### src/rtl/counter_mod_updown_pkg.sv
// Purpose: shared types and helpers for the modulo up/down counter.
//   cnt_dir_e  : step direction (DIR_DOWN / DIR_UP)
//   cnt_mode_e : bound behaviour (MODE_WRAP / MODE_SAT)
//   psc_width  : register width needed for a prescaler counting 0..prescale-1
package counter_pkg;

  typedef enum logic {
    DIR_DOWN = 1'b0,
    DIR_UP   = 1'b1
  } cnt_dir_e;

  typedef enum logic {
    MODE_WRAP = 1'b0,
    MODE_SAT  = 1'b1
  } cnt_mode_e;

  // At least one bit, even when the prescaler is a pass-through.
  function automatic int unsigned psc_width(input int unsigned prescale);
    return (prescale <= 1) ? 1 : $clog2(prescale);
  endfunction

endpackage

### src/rtl/counter_mod_updown_if.sv
// Purpose: control/status bundle of counter_mod_updown.
//   master : drives en, dir, sat, load, load_val; observes count, tc
//   slave  : the counter itself
interface counter_mod_updown_if #(
  parameter int unsigned N = 8
);
  logic         en;
  logic         dir;
  logic         sat;
  logic         load;
  logic [N-1:0] load_val;
  logic [N-1:0] count;
  logic         tc;

  modport master (
    output en, dir, sat, load, load_val,
    input  count, tc
  );

  modport slave (
    input  en, dir, sat, load, load_val,
    output count, tc
  );
endinterface

### src/rtl/counter_mod_updown_tick_prescaler.sv
// Purpose: clock-enable prescaler; one tick every PRESCALE enabled cycles.
//   clk, reset : clock, synchronous active-high reset
//   clr        : synchronous restart of the prescale count (driven by load)
//   en         : advance enable
//   tick       : combinational, en && psc == PRESCALE-1
module tick_prescaler
  import counter_pkg::*;
#(
  parameter int unsigned PRESCALE = 1
) (
  input  logic clk,
  input  logic reset,
  input  logic clr,
  input  logic en,
  output logic tick
);

  localparam int unsigned   PW       = psc_width(PRESCALE);
  localparam logic [PW-1:0] PSC_LAST = PW'(PRESCALE - 1);

  logic [PW-1:0] psc;

  // Prescale counter; clr discards any partial count.
  always_ff @(posedge clk) begin
    if (reset || clr) begin
      psc <= '0;
    end else if (en) begin
      psc <= (psc == PSC_LAST) ? '0 : psc + PW'(1);
    end
  end

  assign tick = en && (psc == PSC_LAST);

endmodule

### src/rtl/counter_mod_updown.sv
// Purpose: up/down counter with programmable modulo, wrap/saturate mode,
//          synchronous load, enable and clock-enable prescaler.
//   clk, reset : clock, synchronous active-high reset
//   bus.en     : count enable (gates prescaler and stepping)
//   bus.dir    : 1 = up, 0 = down
//   bus.sat    : 1 = saturate, 0 = wrap
//   bus.load   : load min(load_val, MOD-1); restarts the prescaler
//   bus.count  : registered count, always in 0..MOD-1
//   bus.tc     : registered one-cycle pulse on wrap or blocked step
module counter_mod_updown
  import counter_pkg::*;
#(
  parameter int unsigned N        = 8,
  parameter int unsigned MOD      = 256,
  parameter int unsigned PRESCALE = 1
) (
  input  logic                 clk,
  input  logic                 reset,
  counter_mod_updown_if.slave  bus
);

  // One extra bit so MOD = 2^N compares against MOD-1 without aliasing.
  localparam int unsigned  W   = N + 1;
  localparam logic [W-1:0] MAX = W'(MOD - 1);

  if (N < 1 || N > 31) begin : g_bad_n
    $error("counter_mod_updown: N must be in 1..31");
  end
  if (MOD < 2 || 64'(MOD) > (64'(1) << N)) begin : g_bad_mod
    $error("counter_mod_updown: MOD must be in 2..2^N");
  end
  if (PRESCALE < 1 || PRESCALE > 65536) begin : g_bad_psc
    $error("counter_mod_updown: PRESCALE must be in 1..65536");
  end

  logic         step;
  logic [N-1:0] count_q;
  logic         tc_q;
  logic [N-1:0] next_count;
  logic         next_tc;
  logic         at_bound;
  logic [W-1:0] cnt_ext;
  logic [W-1:0] ld_ext;

  tick_prescaler #(
    .PRESCALE (PRESCALE)
  ) u_tick_prescaler (
    .clk   (clk),
    .reset (reset),
    .clr   (bus.load),
    .en    (bus.en),
    .tick  (step)
  );

  // Next count and terminal-count; load beats step, tc only on step edges.
  always_comb begin
    cnt_ext    = {1'b0, count_q};
    ld_ext     = {1'b0, bus.load_val};
    next_count = count_q;
    next_tc    = 1'b0;
    at_bound   = 1'b0;
    if (bus.load) begin
      next_count = (ld_ext > MAX) ? N'(MAX) : bus.load_val;
    end else if (step) begin
      if (cnt_dir_e'(bus.dir) == DIR_UP) begin
        at_bound = (cnt_ext == MAX);
        if (!at_bound) begin
          next_count = N'(cnt_ext + W'(1));
        end else if (cnt_mode_e'(bus.sat) == MODE_WRAP) begin
          next_count = '0;
        end
      end else begin
        at_bound = (cnt_ext == '0);
        if (!at_bound) begin
          next_count = N'(cnt_ext - W'(1));
        end else if (cnt_mode_e'(bus.sat) == MODE_WRAP) begin
          next_count = N'(MAX);
        end
      end
      next_tc = at_bound;
    end
  end

  // Count and tc registers.
  always_ff @(posedge clk) begin
    if (reset) begin
      count_q <= '0;
      tc_q    <= 1'b0;
    end else begin
      count_q <= next_count;
      tc_q    <= next_tc;
    end
  end

  assign bus.count = count_q;
  assign bus.tc    = tc_q;

endmodule

### src/flat_wrapper.sv
// flat-port wrapper written by rule: the top's interface ports become plain ports
module counter_mod_updown_flat import counter_pkg::*;
#(
  parameter int unsigned N        = 8,
  parameter int unsigned MOD      = 256,
  parameter int unsigned PRESCALE = 1
)
  (clk, reset, bus_en, bus_dir, bus_sat, bus_load, bus_load_val, bus_count, bus_tc);
  counter_mod_updown_if #(.N(N)) bus_i ();
  input  logic clk;
  input  logic reset;
  input wire logic [$bits(bus_i.en)-1:0] bus_en;
  input wire logic [$bits(bus_i.dir)-1:0] bus_dir;
  input wire logic [$bits(bus_i.sat)-1:0] bus_sat;
  input wire logic [$bits(bus_i.load)-1:0] bus_load;
  input wire logic [$bits(bus_i.load_val)-1:0] bus_load_val;
  output wire logic [$bits(bus_i.count)-1:0] bus_count;
  output wire logic [$bits(bus_i.tc)-1:0] bus_tc;
  assign bus_i.en = bus_en;
  assign bus_i.dir = bus_dir;
  assign bus_i.sat = bus_sat;
  assign bus_i.load = bus_load;
  assign bus_i.load_val = bus_load_val;
  assign bus_count = bus_i.count;
  assign bus_tc = bus_i.tc;
  counter_mod_updown #(.N(N), .MOD(MOD), .PRESCALE(PRESCALE)) u_core (.clk(clk), .reset(reset), .bus(bus_i));
endmodule
### config.mk
export PLATFORM = sky130hd
export DESIGN_NAME = counter_mod_updown_flat
export DESIGN_NICKNAME = d
export VERILOG_FILES = /design/src/rtl/counter_mod_updown_pkg.sv /design/src/rtl/counter_mod_updown_if.sv /design/src/rtl/counter_mod_updown_tick_prescaler.sv /design/src/rtl/counter_mod_updown.sv /design/src/flat_wrapper.sv
export SDC_FILE = /design/constraint.sdc
export NUM_CORES = 1
export LEC_CHECK = 0
export CORE_ASPECT_RATIO = 0.75
export CORE_MARGIN = 2
export CORE_UTILIZATION = 25
export DETAILED_ROUTE_END_ITERATION = 8
export PLACE_DENSITY_LB_ADDON = 0.12
export SETUP_SLACK_MARGIN = 0.1
export SYNTH_ARGS = -nofsm -noshare
export SYNTH_HDL_FRONTEND = slang
export SYNTH_SLANG_ARGS = --single-unit
### constraint.sdc
create_clock -name clk -period 4.05 [get_ports clk]
set_input_delay 0.81 -clock clk [delete_from_list [all_inputs] [get_ports clk]]
set_output_delay 0.81 -clock clk [all_outputs]
set_load 0.02 [all_outputs]
==> flow_summary.ini <==
[synth]
synth_nets = 135
synth_cells = 118
async_reset_ff_share_pct = 0
synth.cell_area_um2 = 897
syn_avg_cell_area_um2 = 7.60
ys_ff_latch = 9
ys_seq_area_share_pct = 20.1
yosysWarnings = 0
synth_cell_types = 46
synth_edf_count = 0
synthFlopType = dfxtp_1

[final_layout]
area_growth_pct = 31.1
nNetsFinal = 154
layout-drive-gt1-share_pct = 9.56
finalNonFillerCells = 176
diodes = 0

[global_route]
grt_max_degree = 18
grt_usage_pct = 13.5
grt_pass1_vias = 879
grt_pass1_wl_um = 4350
antenna_found_initial = 0
overflow = 0

[sta]
clock_skew_ns = 0.00548
post-route-min-period_ns = 2.69
worstMarginPinSlew_ns = 0.512
drv_slew = 0
slew_headroom_pct = 65.8
finalSetupViolCount = 0
finalSetupTns_ns = 0
fmax_ghz = 0.372
fin_crit_sh_pct = 66.4
rsz0062_at_grt = false
finalHoldViolations = 0

[worst_setup_path]
cp-end-kind = flop
crit_path_max_incr_delay_ns = 0.79
startpoint_type = input port
worstPathMaxFanout = 12
critical_path_class = in -> reg
r2r_start = u_core.bus.count[0]
crit_required_ns = 4.17
critPathArrivalTime_ns = 2.81
path_cells = clkdlybuf4s50_1 -> nand4_1 -> nor3_4 -> o21ai_4 -> a211o_1 -> and3_1
r2r_setup_slack_ns = 1.89
cp-startpoint = bus_dir
slowest_stage = clkdlybuf4s50_1

[die]
start_util_pct = 26.7
io_pins = 23
fp-row-count = 18
dieArea_um2 = 4090
chipHeight_um = 55.9
core_um2 = 3360
die_w_um = 73.2

[clock_network]
cts.sinks = 9
numCtsBuffers = 3
clock-root-buffer = clkbuf_8
cts_resized = 0
cts.clk_slew.worst_paths_ns = 0.04
hold_buffers = 0
clock_latency_ns = 0.23
cts_tree = yes
cts_htree_levels = 1
post-cts-setup-buffer-count = 0
clk_path_buf_depth = 2

[drt]
drc = 0
drt-vias-per-instance = 5.40
wl_um = 2620
drt-initial-drc-count = 33
drtAntennaViolNets = 0
drt_pass1_iterations = 4
routedWlPerCell_um = 14.9
vias = 950

[placed_design]
dp_cells = 172
place_congestion = 0.770
io_buffers = 22
dp_hpwl_um = 1970

[worst_hold_path]
min_path_type = reg -> reg
hold_start = u_core.bus.count[7]

[power]
p_leak_nw = 0.435
powerDensity_nw_per_um2 = 279
vdd_drop_max_mv = 0.146

[outcome]
status = finished, final reports clean

[run]
max-cap-violations = 0
-- cells in the mapped netlist (all sizes together) (2+ instances only) --
cell type  instances  area (um2)
or2                2        12.5
o21a               3        22.5
clkbuf             5        18.8
buf                4        25.0
nand2             10        37.5
o2111ai            2        17.5
nor3               6        41.3
nor2               5        18.8
o21ai              8        51.3
a31oi              4        25.0
or3                3        23.8
dfxtp              9         180
a21oi              6        30.0
mux2i              2        20.0
nor3b              2        26.3
ha                 3        37.5
a2111o             2        22.5
and3               2        12.5
nand3              3        15.0
a211oi             3        22.5
nand4              3        18.8
inv                9        33.8
a211o              4        35.0
o211ai             2        15.0
-- cells in the final DEF, fill, tap and decap left out, drive strengths merged, types with 4 or more instances in the layout --
cell	instances
nor2	5
inv	9
clkdlybuf4s50	22
dfxtp	9
nand2	10
a31oi	4
a21oi	6
clkbuf	4
nor3	6
o21ai	8
a211o	4
-- final timing paths --
| path | to | cells after the start |
|---|---|---|
| min reg2reg | u_core.bus.count[7] | 3 |
| max | u_core.bus.count[4] | 6 |
| max reg2reg | u_core.bus.count[4] | 7 |
| min | u_core.bus.count[7] | 3 |
-- final cells by class --
cell class / instances / area [um2]
clock buffer: 4 / 45.0
fill: 365 / 2180
inverter: 9 / 33.8
multi-input combinational: 91 / 639
sequential: 9 / 180
tap: 40 / 50.0
timing repair buffer: 23 / 228
-- state kept, by name, summed over array words and instances (netlist names) --
name and cells:
u_core.bus.tc 1, u_core.bus.count 8
-- kinds of logic (layout without fill, tap and decap cells) --
family	after synthesis	in the layout	share of synthesized area (%)
mux	3	3	3.49
simple gates	44	44	30.3
compound gates	40	40	32.4
xor+xnor	1	1	0.976
fa+ha+maj	3	3	4.18
flops	9	9	20.1
buf+inv	18	36	8.65
-- metal layers --
| metal | vias up | part of all wire (%) | GRT usage (%) |
|---|---|---|---|
| met2 | 23 | 42 | 20.2 |
| met3 | 0 | 5.4 | 4.53 |
| li1 | 481 | - | - |
| met4 | 0 | 0 | 0.794 |
| met1 | 446 | 53 | 19.4 |
| met5 | - | 0 | 0 |
-- per-stage QoR --
| stage | area [um2] | setup slack, ns | hold WS (ns) | util [%] | total power [mW] |
|---|---|---|---|---|---|
| floorplan | 897 | 1.95 | 0.692 | - | 0.183 |
| global placement | 1130 | 1.19 | 0.728 | 33.7 | 0.225 |
| detailed placement | 1130 | 1.13 | 0.712 | 33.7 | 0.225 |
| CTS | 1180 | 1.38 | 0.726 | 35.0 | 0.332 |
| global route | 1180 | 1.25 | 0.780 | 35.0 | 0.351 |
| finish | 1180 | 1.36 | 0.713 | 35.0 | 0.328 |
-- worst max-delay path: cells and delay by family --
kind	cells	cell delay, ns
buffers and inverters	1	0.79
AOI/OAI and AO/OA	2	0.44
and+or+nand+nor	3	0.77
-- report_power, final --
group | switching [mW] | leakage (nW) | internal, mW
Sequential | 0.0191 | 0.0746 | 0.0961
Clock | 0.0358 | 0.0228 | 0.0686
Combinational | 0.0531 | 0.338 | 0.0556
Note: power is estimated with default switching activity, not from simulation.
